### src/rtl/uart_pkg.sv
// Shared UART definitions: parity mode codes and the receiver state encoding.
// The transmitter will reuse these, so keep them generic.
package uart_pkg;

    localparam int PAR_NONE = 0;
    localparam int PAR_ODD  = 1;
    localparam int PAR_EVEN = 2;

    typedef enum logic [2:0] {
        ST_IDLE,
        ST_START,
        ST_DATA,
        ST_PARITY,
        ST_STOP,
        ST_BREAK
    } rx_state_t;

endpackage

### src/rtl/uart_rx_cfg_if.sv
// Receiver output bundle: one word per frame plus its error flags and busy.
interface uart_rx_cfg_if #(parameter int DATA_BITS = 8);

    logic [DATA_BITS-1:0] rx_data;
    logic                 rx_valid;
    logic                 parity_err;
    logic                 frame_err;
    logic                 busy;

    modport master (output rx_data, rx_valid, parity_err, frame_err, busy);
    modport slave  (input  rx_data, rx_valid, parity_err, frame_err, busy);

endinterface

### src/rtl/uart_rx_sampler.sv
// Two-flop synchroniser for the rx pin plus a 3-tap majority vote.
// taps hold the two earlier samples; the third vote is the live rx_s.
module uart_rx_sampler (
    input  logic clk,
    input  logic rst,
    input  logic rx,
    input  logic sample,
    output logic rx_s,
    output logic bit_val
);

    logic       meta;
    logic [1:0] taps;

    // Idle-high reset so a reset never looks like a start edge.
    always_ff @(posedge clk) begin
        if (rst) begin
            meta <= 1'b1;
            rx_s <= 1'b1;
            taps <= 2'b11;
        end else begin
            meta <= rx;
            rx_s <= meta;
            if (sample) begin
                taps <= {taps[0], rx_s};
            end
        end
    end

    assign bit_val = (taps[1] & taps[0]) | (taps[1] & rx_s) | (taps[0] & rx_s);

endmodule

### src/rtl/uart_rx_cfg.sv
// Configurable UART receiver: DATA_BITS payload, optional parity, 1/2 stop bits,
// majority-voted mid-bit sampling, false-start rejection and break handling.
module uart_rx_cfg
    import uart_pkg::*;
#(
    parameter int CLKS_PER_BIT = 1250,
    parameter int DATA_BITS    = 8,
    parameter int PARITY       = 0,
    parameter int STOP_BITS    = 1
) (
    input  logic          clk,
    input  logic          rst,
    input  logic          rx,
    uart_rx_cfg_if.master rx_bus
);

    localparam int CW   = $clog2(CLKS_PER_BIT);
    localparam int HALF = CLKS_PER_BIT / 2;

    localparam logic [CW-1:0] CNT_S0   = CW'(HALF - 1);
    localparam logic [CW-1:0] CNT_S1   = CW'(HALF);
    localparam logic [CW-1:0] CNT_DEC  = CW'(HALF + 1);
    localparam logic [CW-1:0] CNT_LAST = CW'(CLKS_PER_BIT - 1);
    localparam logic [3:0]    LAST_DATA = 4'(DATA_BITS - 1);
    localparam logic [3:0]    LAST_STOP = 4'(STOP_BITS - 1);

    if (CLKS_PER_BIT < 8) begin : g_chk_cpb
        $error("uart_rx_cfg: CLKS_PER_BIT must be at least 8");
    end
    if (DATA_BITS < 5 || DATA_BITS > 9) begin : g_chk_data
        $error("uart_rx_cfg: DATA_BITS must be in 5..9");
    end
    if (PARITY < PAR_NONE || PARITY > PAR_EVEN) begin : g_chk_par
        $error("uart_rx_cfg: PARITY must be 0, 1 or 2");
    end
    if (STOP_BITS < 1 || STOP_BITS > 2) begin : g_chk_stop
        $error("uart_rx_cfg: STOP_BITS must be 1 or 2");
    end

    rx_state_t            state;
    logic [CW-1:0]        cnt;
    logic [3:0]           idx;
    logic [DATA_BITS-1:0] shreg;
    logic                 par_err_q;
    logic                 frm_err_q;
    logic                 rx_s;
    logic                 bit_val;
    logic                 sample;
    logic                 decide;
    logic                 exp_par;

    assign sample  = (state != ST_IDLE) && ((cnt == CNT_S0) || (cnt == CNT_S1));
    assign decide  = (cnt == CNT_DEC);
    assign exp_par = (^shreg) ^ (PARITY == PAR_ODD);
    assign rx_bus.busy = (state != ST_IDLE);

    uart_rx_sampler u_sampler (
        .clk     (clk),
        .rst     (rst),
        .rx      (rx),
        .sample  (sample),
        .rx_s    (rx_s),
        .bit_val (bit_val)
    );

    // The counter free-runs through the frame; states change only at the
    // decision count, so each state spans from one bit centre to the next.
    // A start is ignored during the strobe cycle itself.
    always_ff @(posedge clk) begin
        if (rst) begin
            state             <= ST_IDLE;
            cnt               <= '0;
            idx               <= '0;
            shreg             <= '0;
            par_err_q         <= 1'b0;
            frm_err_q         <= 1'b0;
            rx_bus.rx_data    <= '0;
            rx_bus.rx_valid   <= 1'b0;
            rx_bus.parity_err <= 1'b0;
            rx_bus.frame_err  <= 1'b0;
        end else begin
            rx_bus.rx_valid <= 1'b0;
            if (cnt == CNT_LAST) begin
                cnt <= '0;
            end else begin
                cnt <= cnt + 1'b1;
            end

            case (state)
                ST_IDLE: begin
                    if (!rx_s && !rx_bus.rx_valid) begin
                        state     <= ST_START;
                        cnt       <= CW'(1);
                        idx       <= '0;
                        shreg     <= '0;
                        par_err_q <= 1'b0;
                        frm_err_q <= 1'b0;
                    end else begin
                        cnt <= '0;
                    end
                end
                ST_START: begin
                    if (decide) begin
                        if (bit_val) begin
                            state <= ST_IDLE;
                        end else begin
                            state <= ST_DATA;
                            idx   <= '0;
                        end
                    end
                end
                ST_DATA: begin
                    if (decide) begin
                        shreg <= {bit_val, shreg[DATA_BITS-1:1]};
                        if (idx == LAST_DATA) begin
                            idx   <= '0;
                            state <= (PARITY != PAR_NONE) ? ST_PARITY : ST_STOP;
                        end else begin
                            idx <= idx + 1'b1;
                        end
                    end
                end
                ST_PARITY: begin
                    if (decide) begin
                        if (bit_val != exp_par) begin
                            par_err_q <= 1'b1;
                        end
                        idx   <= '0;
                        state <= ST_STOP;
                    end
                end
                ST_STOP: begin
                    if (decide) begin
                        if (idx == LAST_STOP) begin
                            rx_bus.rx_valid   <= 1'b1;
                            rx_bus.rx_data    <= shreg;
                            rx_bus.parity_err <= par_err_q;
                            rx_bus.frame_err  <= frm_err_q | ~bit_val;
                            state <= (frm_err_q | ~bit_val) ? ST_BREAK : ST_IDLE;
                        end else begin
                            frm_err_q <= frm_err_q | ~bit_val;
                            idx       <= idx + 1'b1;
                        end
                    end
                end
                ST_BREAK: begin
                    if (rx_s) begin
                        state <= ST_IDLE;
                    end
                end
                default: begin
                    state <= ST_IDLE;
                end
            endcase
        end
    end

endmodule

### src/flat_wrapper.sv
// flat-port wrapper written by rule: the top's interface ports become plain ports
module uart_rx_cfg_flat import uart_pkg::*;
#(
    parameter int CLKS_PER_BIT = 1250,
    parameter int DATA_BITS    = 8,
    parameter int PARITY       = 0,
    parameter int STOP_BITS    = 1
)
  (clk, rst, rx, rx_bus_rx_data, rx_bus_rx_valid, rx_bus_parity_err, rx_bus_frame_err, rx_bus_busy);
  uart_rx_cfg_if #(.DATA_BITS(DATA_BITS)) rx_bus_i ();
  input  logic clk;
  input  logic rst;
  input  logic rx;
  output wire logic [$bits(rx_bus_i.rx_data)-1:0] rx_bus_rx_data;
  output wire logic [$bits(rx_bus_i.rx_valid)-1:0] rx_bus_rx_valid;
  output wire logic [$bits(rx_bus_i.parity_err)-1:0] rx_bus_parity_err;
  output wire logic [$bits(rx_bus_i.frame_err)-1:0] rx_bus_frame_err;
  output wire logic [$bits(rx_bus_i.busy)-1:0] rx_bus_busy;
  assign rx_bus_rx_data = rx_bus_i.rx_data;
  assign rx_bus_rx_valid = rx_bus_i.rx_valid;
  assign rx_bus_parity_err = rx_bus_i.parity_err;
  assign rx_bus_frame_err = rx_bus_i.frame_err;
  assign rx_bus_busy = rx_bus_i.busy;
  uart_rx_cfg #(.CLKS_PER_BIT(CLKS_PER_BIT), .DATA_BITS(DATA_BITS), .PARITY(PARITY), .STOP_BITS(STOP_BITS)) u_core (.clk(clk), .rst(rst), .rx(rx), .rx_bus(rx_bus_i));
endmodule
### config.mk
export PLATFORM = sky130hd
export DESIGN_NAME = uart_rx_cfg_flat
export DESIGN_NICKNAME = d
export VERILOG_FILES = /design/src/rtl/uart_pkg.sv /design/src/rtl/uart_rx_cfg_if.sv /design/src/rtl/uart_rx_sampler.sv /design/src/rtl/uart_rx_cfg.sv /design/src/flat_wrapper.sv
export SDC_FILE = /design/constraint.sdc
export NUM_CORES = 1
export LEC_CHECK = 0
export ABC_CLOCK_PERIOD_IN_PS = 4600
export CORE_UTILIZATION = 42
export DETAILED_ROUTE_END_ITERATION = 7
export PLACE_DENSITY_LB_ADDON = 0.12
export SYNTH_ARGS = -nofsm -noshare
export SYNTH_HDL_FRONTEND = slang
export SYNTH_SLANG_ARGS = --single-unit
### constraint.sdc
create_clock -name clk -period 4.6 [get_ports clk]
set_input_delay 0.92 -clock clk [delete_from_list [all_inputs] [get_ports clk]]
set_output_delay 0.92 -clock clk [all_outputs]
set_load 0.03 [all_outputs]
==> Yosys cells after proc, flatten, opt, wreduce, memory -nomap -nowiden <==
Index checks and enable logic that the tools add are counted.
Widths: inputs -> output; s select.
{ "totals": {"out_inout_bits": 12, "wordCells": 100, "register_bits": 43, "in_bits": 3} }
{ "classes": {"muxes": 34, "add_sub_neg": 2, "n_reduce_logical": 20, "bitwise_logic": 9, "eq_ne": 22} }
{ "op_table": {"columns": ["op", "n"], "rows": [
  ["$eq 11x10->1 const B", 3],
  ["$mux 4", 8],
  ["$mux 3", 9],
  ["$mux 11", 2],
  ["$pmux 4 s5", 1],
  ["$pmux 3 s6", 1],
  ["$mux 8", 2],
  ["$ne 2x1->1 const B", 8],
  ["$pmux 8 s2", 1],
  ["$reduce_and 8->1", 2],
  ["$add 11x1->11 const B", 1],
  ["$eq 11x11->1 const B", 1],
  ["$reduce_and 4->1", 2],
  ["$reduce_xor 8->1", 1],
  ["$mux 1", 7],
  ["$eq 3x2->1 const B", 2],
  ["$eq 3x3->1 const B", 2],
  ["$ne 2x2->1 const B", 3],
  ["$reduce_and 3->1", 2],
  ["$reduce_bool 2->1", 3],
  ["$reduce_bool 5->1", 1],
  ["$add 4x1->4 const B", 1],
  ["$eq 4x3->1 const B", 1],
  ["$logic_not 4->1", 1],
  ["other kinds (13)", 22]
]} }

==> Logic depth before layout (Yosys ltp) <==
Gate-level depths: netlist of the first run.
{ "depth": {"word_depth": 9, "mapped_depth": 8, "depth_no_buf": 7} }

==> Cells and area by module <==
A second synthesis of the first run with hierarchy kept.
{ "hier_totals": {"hier_cells": 222, "hier_area_um2": 2060.7} }
{ "modules_own_cells": {"columns": ["mod", "seq_area_each_um2", "cells_per_inst", "area_per_inst_um2", "n_inst"], "rows": [
  ["uart_rx_cfg", 780.7, 211, 1928.1, 1],
  ["uart_rx_sampler", 80.1, 11, 132.6, 1]
]} }

==> Worst setup path after synthesis of the first run <==
No wires, ideal clock.
{ "synth_path": {"path_type": "reg2reg", "startpoint": "register u_core.idx[0]", "endpoint": "register u_core.state[1]", "setup_time_ns": 0.070, "t_required_ns": 4.530, "synth_period_minus_slack_ns": 1.862, "arrival_time_ns": 1.791, "setup_slack_ns": 2.738, "path_buffers": 0, "path_stages_with_launch": 8, "path_cell_list": "dfxtp_1 > inv_1 > ha_1 > or3b_4 > a32oi_2 > o221ai_2 > or3b_1 > a21oi_1"} }
{ "synth_via": {"elab_chain_len": 3, "word_cells_on_any_way": 5, "cone_classes": "eq/ne: 3; reduce/logical: 2"} }
{ "synth_lines": {"columns": ["item", "line_no", "rtl"], "rows": [
  ["start, declared", "uart_rx_cfg.sv:42", "logic [3:0] idx;"],
  ["start signal, assigned", "uart_rx_cfg.sv:119", "idx <= idx + 1'b1;"],
  ["start signal, assigned", "uart_rx_cfg.sv:142", "idx <= idx + 1'b1;"],
  ["$eq 4x3->1 or $logic_not 4->1 (tied branches)", "uart_rx_cfg.sv:115, uart_rx_cfg.sv:134", null],
  ["$ne 2x1->1 (no source line)", null, null],
  ["$reduce_and 8->1 (no source line) *", null, null],
  ["end signal, assigned", "uart_rx_cfg.sv:117", "state <= (PARITY != PAR_NONE) ? ST_PARITY : ST_STOP;"],
  ["end signal, assigned", "uart_rx_cfg.sv:139", "state <= (frm_err_q | ~bit_val) ? ST_BREAK : ST_IDLE;"],
  ["end, declared", "uart_rx_cfg.sv:40", "rx_state_t state;"]
]} }
Every way passes the cells marked *; elsewhere a longest branch is shown, timed or not.
A chain may end at the register's enable or synchronous reset.

==> Worst setup path after layout of the first run <==
{ "layout_path": {"startpoint": "register u_core.state[0]", "endpoint": "output port rx_bus_busy"} }
{ "layout_via": {"elab_chain_len": 1} }
{ "layout_lines": {"columns": ["item", "line_no", "rtl"], "rows": [
  ["$reduce_bool 3->1", "uart_rx_cfg.sv:55", "assign rx_bus.busy = (state != ST_IDLE);"],
  ["end, declared", "flat_wrapper.sv:18", "output wire logic [$bits(rx_bus_i.busy)-1:0] rx_bus_busy;"]
]} }
No other way between the ends.

==> impl_results.md, run 1 <==
* DP Cell Count at 306
* R2R Path Start: u_core.idx[0]
* Wirelength, routed at 4090 um
* Avg Inst Size Synth at 8.98 um2
* Residual DRC at 0
* Final cell count without fillers at 314
* H-tree depth at 2
* Io pins at 15
* Hold_sp: u_core.u_sampler.meta
* RSZ-0062 raised after global routing: no
* Worst skew pair latency at roughly 0.30 ns
* Final Setup Violations at 0
* Cell Chain, Critical Path: nor3_1, inv_1, clkdlybuf4s50_1
* GP Congestion at around 0.8
* Iter 0 DRT Violations at ~100
* Mapped Area at 2100 um2
* Area of the multi-input gates at approximately 1200 um2
* Most frequent cells in the layout: dfxtp_1 (43), nor2_1 (32), nand2_1 (16), a21oi_1 (15), clkdlybuf4s50_1 (14)
* Gate Count Post-Synth at about 230
* Slew @ Worst Pin at 0.961 ns
* Setup slack, reg-to-reg at 2.34 ns
* Vias in the first global route at 1457
* Design area at 2370 um2
* Clock-pin slew of the registers on the worst-case setup and hold paths at approximately 0.08 ns
* Post-CTS setup buffer count at 0
* CTS tree: yes
* Syn-to-layout area delta at 12.8%
* HPWL after detailed placement at 2860 um
* Outcome: completed
* Drt wl/cell at 13.0 um
* ANT nets after route at 0
* Worst Path Max Fanout at 14
* Share of layout cells above drive strength 1 at 8.10%
* Cell with the largest stage delay on the worst path: clkdlybuf4s50_1
* HP Class: reg -> reg
* Total Routing Usage GR at 16.9%
* Hold Buf Count CTS at 0
* Row count at 25
* Initial antenna violation count at 0
* Clk_skew at 0.00529 ns
* Critical Path Sink Type: output port
* Clock Tree Buf Depth at 2
* Die height at 72.7 um
* Port Buf Inserts at 14
* Floorplan core area at 4750 um2
* Sequential Area at around 860 um2
* Filler cells at 505
* Required time of the critical path at approximately 3.7 ns
* Commonest non-fill, non-tap cell in the layout: dfxtp_1
* Worst setup SP type: flop
* Drt first pass iters at 4
* Delay of the slowest critical-path stage at 0.71 ns
* CTS Buf Count at 5
* Max Cap Viol at 0
* Worst hold path depth at 1
* Worst setup path category: reg -> out
* Via count at approximately 1600
* Vias per inst at 5.09
* CP arrival at 1.94 ns
* Worst Reg2Reg Path Length in Cells at 6
* Antenna Diode Count at 0
* Synth Register Bits at 43
* Synth cell types at between 40 and 50
* R2r endpoint: u_core.rx_bus.rx_data[0]
* Pin count of the biggest net entering global routing at 28
* Crit path time final at around 2.9 ns
* Clock Sinks at 43
* Hold EP: u_core.u_sampler.rx_s
* Die W at 72.7 um
* Max Slew Vio Count at 0
* Static Leak at 0.754 nW
* Final Cycle Share at 62.2%
* Relative slew slack at 35.5%
* Full die area at approximately 5300 um2
* Root Driver: clkbuf_8
* Endpoints failing hold at 0
* YS warnings at 0
* Power density over cell area at 290 nW/um2
* Nets at 255
* Starting Density at 44.2%
* Remaining Overflow, GRT at 0
* Hold WS at 0.417 ns
* Fmax at 349 MHz
* Setup TNS at 0 ns
* First-pass GRT wire length at 6900 um
* Post-CTS sizing at 0
* Worst vdd ir at 0.189 mV
* Cell Area, Placed at about 2300 um2
* Syn_nets at 243
* Sequential cell area fraction in the yosys report at between 40 and 50%
-- where the power goes --
part | switching (W) | internal (W) | total (W)
clock | 0.000131 | 0.000106 | 0.000237
combinational | 0.0000427 | 0.0000228 | 0.0000654
sequential | 0.00000970 | 0.000376 | 0.000386
-- layer usage --
| metal | global-route usage (%) | part of all wire [%] | vias to the layer above |
|---|---|---|---|
| met2 | 24.9 | 43 | 25 |
| met4 | 5.45 | 1.1 | 0 |
| met3 | 5.25 | 3.8 | 4 |
| met5 | 0 | 0 | - |
| met1 | 23.4 | 52 | 722 |
| li1 | - | - | 847 |
-- final cells by class --
class / instances / area share [%]
clock inverters: 2 / 0.528
repair buffers: 15 / 6.23
clock buffers: 6 / 3.06
inverters: 7 / 1.11
multi-input cells: 174 / 49.2
well taps: 67 / 3.54
flip-flops and latches: 43 / 36.3
-- critical path, delay by kind of cell, from the launching register on --
family / cells / cell delay, ns
buffers and inverters: 2 / 0.87
flip-flops: 1 / 0.63
AND/OR/NAND/NOR: 1 / 0.14
-- flip-flops by register name, indices dropped and copies added, names as in the netlist --
| signal | count |
|---|---|
| u_core.rx_bus.parity_err | 1 |
| u_core.state | 3 |
| u_core.u_sampler.rx_s | 1 |
| u_core.rx_bus.rx_data | 8 |
| u_core.idx | 4 |
| u_core.par_err_q | 1 |
| u_core.rx_bus.frame_err | 1 |
| u_core.shreg | 8 |
| u_core.frm_err_q | 1 |
| u_core.cnt | 11 |
| u_core.u_sampler.meta | 1 |
| u_core.u_sampler.taps | 2 |
| u_core.rx_bus.rx_valid | 1 |
-- synth_stat cells, drive strengths merged --
library cell	count	share of area, %
dfxtp	43	41
nor2	32	5.7
nand2	16	2.9
a21oi	15	3.6
mux2i	9	4.3
xnor2	9	3.8
nand3	8	1.9
o211ai	8	2.9
clkbuf	7	1.3
inv	7	1.3
and3	6	1.8
ha	6	3.6
nor2b	6	1.8
xor2	6	2.5
nand2b	5	1.5
nand4	5	1.5
a31oi	4	1.2
nor3	4	1.5
or2	4	1.2
a211o	3	1.3
buf	3	1.0
nor3b	3	1.3
nor4	3	1.6
o21ai	3	0.71
a32oi	2	1.2
o31ai	2	0.71
or3b	2	0.95
a2111o	1	0.54
a211oi	1	0.36
a2bb2oi	1	0.42
a311oi	1	0.42
a31o	1	0.42
and2	1	0.30
and4bb	1	0.60
maj3	1	0.48
nand3b	1	0.36
o221ai	1	0.71
o22ai	1	0.30
o32ai	1	0.42
xnor3	1	1.1
-- worst max path at each step --
| stage | start | endpoint | slack, ns | depth (start not counted) |
|---|---|---|---|---|
| 4_1_cts | u_core.state[0] | rx_bus_busy | 1.73 | 3 |
| 3_3_place_gp | rst | u_core.idx[2] | 2.01 | 6 |
| 2_1_floorplan | u_core.idx[0] | u_core.state[1] | 2.74 | 7 |
| 3_5_place_dp | rst | u_core.idx[3] | 1.97 | 5 |
| 5_1_grt | u_core.state[0] | rx_bus_busy | 1.61 | 3 |
| 6_report | u_core.state[0] | rx_bus_busy | 1.74 | 3 |
-- stage by stage --
step | total power (W) | setup slack, ns | util (%)
after detailed placement | 0.000460 | 1.97 | 48.1
final | 0.000688 | 1.74 | 49.9
after global routing | 0.000719 | 1.61 | 49.9
after CTS | 0.000697 | 1.73 | 49.9
after global placement | 0.000460 | 2.01 | 48.1
after floorplan | 0.000442 | 2.74 | -
-- logic make-up after synthesis --
kind of cell	after synthesis	synth area share [%]
multiplexers	9	4.29
AND/OR/NAND/NOR	97	24.8
XOR/XNOR	16	7.32
flip-flops	43	41.0
adder cells (fa/ha/maj)	7	4.05
AO/OA/AOI/OAI	45	15.1
buffers and inverters	17	3.51
No activity file was read; power rests on OpenSTA's default activity.
==> run 2: changes to the inputs <==
--- a/config.mk
+++ b/config.mk
@@ -5,7 +5,7 @@
 export SDC_FILE = /design/constraint.sdc
 export NUM_CORES = 1
 export LEC_CHECK = 0
-export ABC_CLOCK_PERIOD_IN_PS = 4600
+export ABC_CLOCK_PERIOD_IN_PS = 2700
 export CORE_UTILIZATION = 42
 export DETAILED_ROUTE_END_ITERATION = 7
 export PLACE_DENSITY_LB_ADDON = 0.12
==> constraint.sdc (replaced) <==
create_clock -name clk -period 2.7 [get_ports clk]
set_input_delay 0.54 -clock clk [delete_from_list [all_inputs] [get_ports clk]]
set_output_delay 0.54 -clock clk [all_outputs]
set_load 0.03 [all_outputs]
==> run 2 against run 1 <==
Flip-flop and latch count unchanged; count of clock-buffer cells in the layout unchanged; die area is the same; wire length up 3.3%; global-route usage increased by 0.46 points; sequential power up 67%; largest power group unchanged.
==> impl_results.md, run 2 (synthesis gave the netlist of run 1 again) <==
* Outcome: completed
* Floorplan core area at roughly 4800 um2
* Post-CTS sizing at 0
* Final cell count without fillers at 319
* H-tree depth at 2
* Fmax at between 400 and 500 MHz
* Die height at 72.7 um
* Worst hold path depth at 1
* Worst setup SP type: flop
* Residual DRC at 0
* Starting Density at 44.2%
* Filler cells at 463
* Critical Path Sink Type: output port
* Drt first pass iters at 5
* Nets at 260
* Vias in the first global route at roughly 1500
* Remaining Overflow, GRT at 0
* Gate power share at approximately 11%
* CTS tree: yes
* Hold Buf Count CTS at 0
* ANT nets after route at 0
* Cell Chain, Critical Path: nor3_1, inv_1, clkdlybuf4s50_1
* CP arrival at between 1.5 and 2 ns
* Max Slew Vio Count at 0
* Clock power share at between 30% and 40%
* Io pins at 15
* Switching share of power at a little over a quarter
* Iter 0 DRT Violations at about 140
* Full die area at roughly 5300 um2
* RSZ-0062 raised after global routing: no
* CP bufs+invs at 2
* Drt wl/cell at 13.2 um
* GP Congestion at 0.807
* Power density over cell area at ~490 nW/um2
* Most frequent cells in the layout: dfxtp_1 (43), nor2_1 (32), nand2_1 (16), a21oi_1 (15), clkdlybuf4s50_1 (14)
* CTS Buf Count at 5
* Clock-pin slew of the registers on the worst-case setup and hold paths at 0.09 ns
* Commonest non-fill, non-tap cell in the layout: dfxtp_1
* P_int at 0.000866 W
* Via count at around 1600
* Clk_skew at roughly 0.0074 ns
* Worst setup path category: reg -> out
* Endpoints failing hold at 0
* Wirelength, routed at 4220 um
* Top Family by Delay on Critical Path: buffers and inverters
* Port Buf Inserts at 14
* Setup TNS at 0 ns
* Clock Tree Buf Depth at 2
* Worst vdd ir at 0.286 mV
* HPWL after detailed placement at 2930 um
* Delay of the slowest critical-path stage at roughly 0.71 ns
* Row count at 25
* HP Class: reg -> reg
* DP Cell Count at ~310
* Biggest regs: u_core.cnt: 11 flops, u_core.rx_bus.rx_data: 8 flops, u_core.shreg: 8 flops
* Worst skew pair latency at 0.30 ns
* Sequential share of power at around 55%
* Slew @ Worst Pin at 0.688 ns
* Clock Sinks at between 40 and 50
* Max Cap Viol at 0
* Syn-to-layout area delta at 14.6%
* Max reg flops at 11
* Cell with the largest stage delay on the worst path: clkdlybuf4s50_1
* Initial antenna violation count at 0
* Worst Reg2Reg Path Length in Cells at 7
* Relative slew slack at 53.9%
* Share of layout cells above drive strength 1 at 9.92%
* Post-CTS setup buffer count at 0
* Worst Path Max Fanout at 11
* First-pass GRT wire length at between 7000 and 8000 um
* Total Routing Usage GR at 17.3%
* Net switching power at 0.000317 W
* Crit path time final at 2.36 ns
* Worst path depth at 3
* Largest register by flop count: u_core.cnt
* Required time of the critical path at 2.16 ns
* Pin count of the biggest net entering global routing at 23
* Root Driver: clkbuf_8
* Antenna Diode Count at 0
* Die W at 72.7 um
* Static Leak at 0.780 nW
* Final Setup Violations at 0
* Vias per inst at around 5
* Final Cycle Share at 87.5%
## run 2: changes by cell type in the layout (fill, tap and decap cells not counted)
cell	delta
buf_4	+5
## run 2: worst reg2reg max path: stages (launching register included)
cell,delay (ns)
dfxtp_1,0.35
inv_1,0.11
ha_1,0.14
and3_1,0.19
and3_1,0.47
o221ai_2,0.25
a2111o_1,0.43
a21oi_1,0.14
## run 2: path summary, 6_finish.rpt
check                        startpoint                     to  slack [ns]
hold reg to reg   u_core.u_sampler.meta  u_core.u_sampler.rx_s        0.42
setup reg to reg          u_core.cnt[0]        u_core.state[0]        0.56
setup / recovery        u_core.state[1]            rx_bus_busy        0.34
hold / removal    u_core.u_sampler.meta  u_core.u_sampler.rx_s        0.42
## run 2: layout make-up
type                    instances  area (um2)  share of cell area, %
multi-input cells             174        1170                   48.5
flip-flops and latches         43         861                   35.7
repair buffers                 20         185                   7.69
well taps                      67        83.8                   3.48
clock buffers                   6        72.6                   3.01
inverters                       7        26.3                   1.09
clock inverters                 2        12.5                  0.519
## run 2: per-stage QoR
stage / utilization, % / total power [W] / hold slack [ns] / area (um2) / setup slack, ns
6_report: 50.7 / 0.00118 / 0.417 / 2410 / 0.338
4_1_cts: 50.7 / 0.00119 / 0.423 / 2410 / 0.351
3_3_place_gp: 48.9 / 0.000794 / 0.391 / 2320 / 0.618
3_5_place_dp: 48.9 / 0.000793 / 0.402 / 2320 / 0.605
5_1_grt: 50.7 / 0.00124 / 0.441 / 2410 / 0.261
2_1_floorplan: - / 0.000754 / 0.389 / 2100 / 0.838
## run 2: power groups by stage
stage | logic, W | clock network, W | registers, W
3_3_place_gp | 0.000133 | 0 | 0.000660
3_5_place_dp | 0.000132 | 0 | 0.000661
4_1_cts | 0.000132 | 0.000417 | 0.000646
2_1_floorplan | 0.0000920 | 0 | 0.000662
6_report | 0.000133 | 0.000405 | 0.000646
5_1_grt | 0.000147 | 0.000445 | 0.000647
## run 2: metal layers
metal / GRT usage, % / routed length [um] / up-vias
li1: - / - / 864
met1: 24.1 / 2240 / 745
met2: 26.0 / 1820 / 23
met3: 4.14 / 111 / 5
met4: 6.75 / 51 / 0
met5: 0 / 0 / -
==> run 3: changes to the inputs <==
--- a/config.mk
+++ b/config.mk
@@ -5,7 +5,8 @@
 export SDC_FILE = /design/constraint.sdc
 export NUM_CORES = 1
 export LEC_CHECK = 0
-export ABC_CLOCK_PERIOD_IN_PS = 2700
+export ABC_CLOCK_PERIOD_IN_PS = 2200
+export CAP_MARGIN = 20
 export CORE_UTILIZATION = 42
 export DETAILED_ROUTE_END_ITERATION = 7
 export PLACE_DENSITY_LB_ADDON = 0.12
==> constraint.sdc (replaced) <==
create_clock -name clk -period 2.2 [get_ports clk]
set_input_delay 0.44 -clock clk [delete_from_list [all_inputs] [get_ports clk]]
set_output_delay 0.44 -clock clk [all_outputs]
set_load 0.03 [all_outputs]
==> run 3 against run 2 <==
Critical path depth up 4; total power up 42%; design area up 3.9%; largest cell class unchanged; largest power group unchanged; highest routed layer unchanged.
==> impl_results.md, run 3 (synthesis gave the netlist of run 1 again) <==
* GP Congestion at 0.815
* ANT nets after route at 0
* Pin count of the biggest net entering global routing at 28
* Relative slew slack at a little over two thirds
* Setup TNS at 0 ns
* Remaining Overflow, GRT at 0
* Share of layout cells above drive strength 1 at 12.0%
* Port Buf Inserts at 14
* Final cell count without fillers at 325
* Hold_sp: u_core.u_sampler.meta
* Most frequent cells in the layout: dfxtp_1 (43), nor2_1 (32), nand2_1 (16), a21oi_1 (15), clkdlybuf4s50_1 (13)
* Vias in the first global route at 1532
* Root Driver: clkbuf_8
* Antenna Diode Count at 0
* DP Cell Count at 317
* Drt first pass iters at 4
* Hold WS at 0.419 ns
* Delay of the slowest critical-path stage at 0.41 ns
* Via count at 1660
* Critical Path Source: u_core.idx[0]
* Residual DRC at 0
* CP arrival at around 2.2 ns
* Worst skew pair latency at roughly 0.30 ns
* Sequential Area at 861 um2
* Initial antenna violation count at 0
* Clock Tree Buf Depth at 2
* CTS tree: yes
* R2R Path Start: u_core.idx[0]
* Clk_skew at around 0.0068 ns
* H-tree depth at 2
* HP Class: reg -> reg
* Area of the multi-input gates at ~1200 um2
* Max Cap Viol at 0
* Fmax at 505 MHz
* First-pass GRT wire length at 7260 um
* Filler cells at 478
* Cell with the largest stage delay on the worst path: or3b_4
* CTS Buf Count at 5
* Nets at approximately 270
* Clock Sinks at 43
* Biggest regs: u_core.cnt: 11 flops, u_core.rx_bus.rx_data: 8 flops, u_core.shreg: 8 flops
* Starting Density at 44.2%
* Power density over cell area at 672 nW/um2
* Floorplan core area at 4750 um2
* Crit path time final at a little under 2 ns
* Required time of the critical path at 2.43 ns
* Row count at 25
* Critical Path Sink Type: flop
* Slew @ Worst Pin at 0.442 ns
* CP bufs+invs at 1
* Final Cycle Share at 89.9%
* Hold Buf Count CTS at 0
* Syn-to-layout area delta at 19.1%
* Static Leak at 0.852 nW
* Largest register by flop count: u_core.cnt
* Final Setup Violations at 0
* Top Family by Delay on Critical Path: simple AND/OR/NAND/NOR gates
* Vias per inst at slightly above 5
* Drt wl/cell at 13.0 um
* Clock-pin slew of the registers on the worst-case setup and hold paths at 0.08 ns
* Die height at 72.7 um
* Max Slew Vio Count at 0
* Endpoints failing hold at 0
* Commonest non-fill, non-tap cell in the layout: dfxtp_1
* Wirelength, routed at around 4200 um
* Iter 0 DRT Violations at between 60 and 70
* Post-CTS setup buffer count at 0
* Worst setup SP type: flop
* HPWL after detailed placement at 2970 um
* Die W at 72.7 um
* Worst Path Max Fanout at 6
* Worst setup path category: reg -> reg
* RSZ-0062 raised after global routing: no
* Full die area at ~5300 um2
* Total Routing Usage GR at 17.6%
* Outcome: completed
* Max reg flops at 11
* Worst vdd ir at 0.375 mV
* Cell Chain, Critical Path: inv_1, ha_1, or3b_4, a32oi_2, o221ai_2, or3b_1, a21oi_1
* Io pins at 15
[run 3: worst paths after layout]
path | end | slack, ns | depth (start not counted)
setup / recovery | u_core.state[1] | 0.22 | 7
hold / removal | u_core.u_sampler.rx_s | 0.42 | 1
setup reg to reg | u_core.state[1] | 0.22 | 7
hold reg to reg | u_core.u_sampler.rx_s | 0.42 | 1
[run 3: what timing repair did]
action / 4_1_cts / 5_1_grt
endpoints found under the hold margin: 0 / 0
setup endpoints to repair: 0 / 1
resized for setup: 0 / 1
[run 3: routing by layer]
layer  vias to the layer above  part of all wire, %  track usage (%)
li1                        876                    -                -
met1                       753                   54             25.3
met2                        25                   42             25.2
met3                         6                  2.8             4.14
met4                         0                  1.6             6.97
met5                         -                    0                0
[run 3: per-stage QoR]
stage	total power [W]	setup WS, ns	utilization (%)	instance area, um2
finish	0.00168	0.221	52.7	2500
global placement	0.000979	0.275	49.8	2370
global route	0.00175	0.0780	52.7	2500
CTS	0.00170	0.0508	52.6	2500
detailed placement	0.000978	0.241	49.8	2370
floorplan	0.000925	0.338	-	2100
[run 3: power by group]
group	switching [W]	total, W	internal (W)
Sequential	0.0000107	0.000797	0.000786
Clock	0.000267	0.000721	0.000454
Combinational	0.000103	0.000164	0.0000602
[run 3: worst register-to-register path: stages (launching register included)]
cell and delay [ns]:
dfxtp_1 0.33, inv_1 0.10, ha_1 0.15, or3b_4 0.41
a32oi_2 0.23, o221ai_2 0.17, or3b_1 0.39, a21oi_1 0.14
[run 3: cell type report]
cell class / count / share of cell area (%)
multi-input cells: 174 / 46.6
flip-flops and latches: 43 / 34.4
repair buffers: 26 / 9.30
well taps: 67 / 3.35
clock buffers: 6 / 2.90
clock inverters: 2 / 2.40
inverters: 7 / 1.05
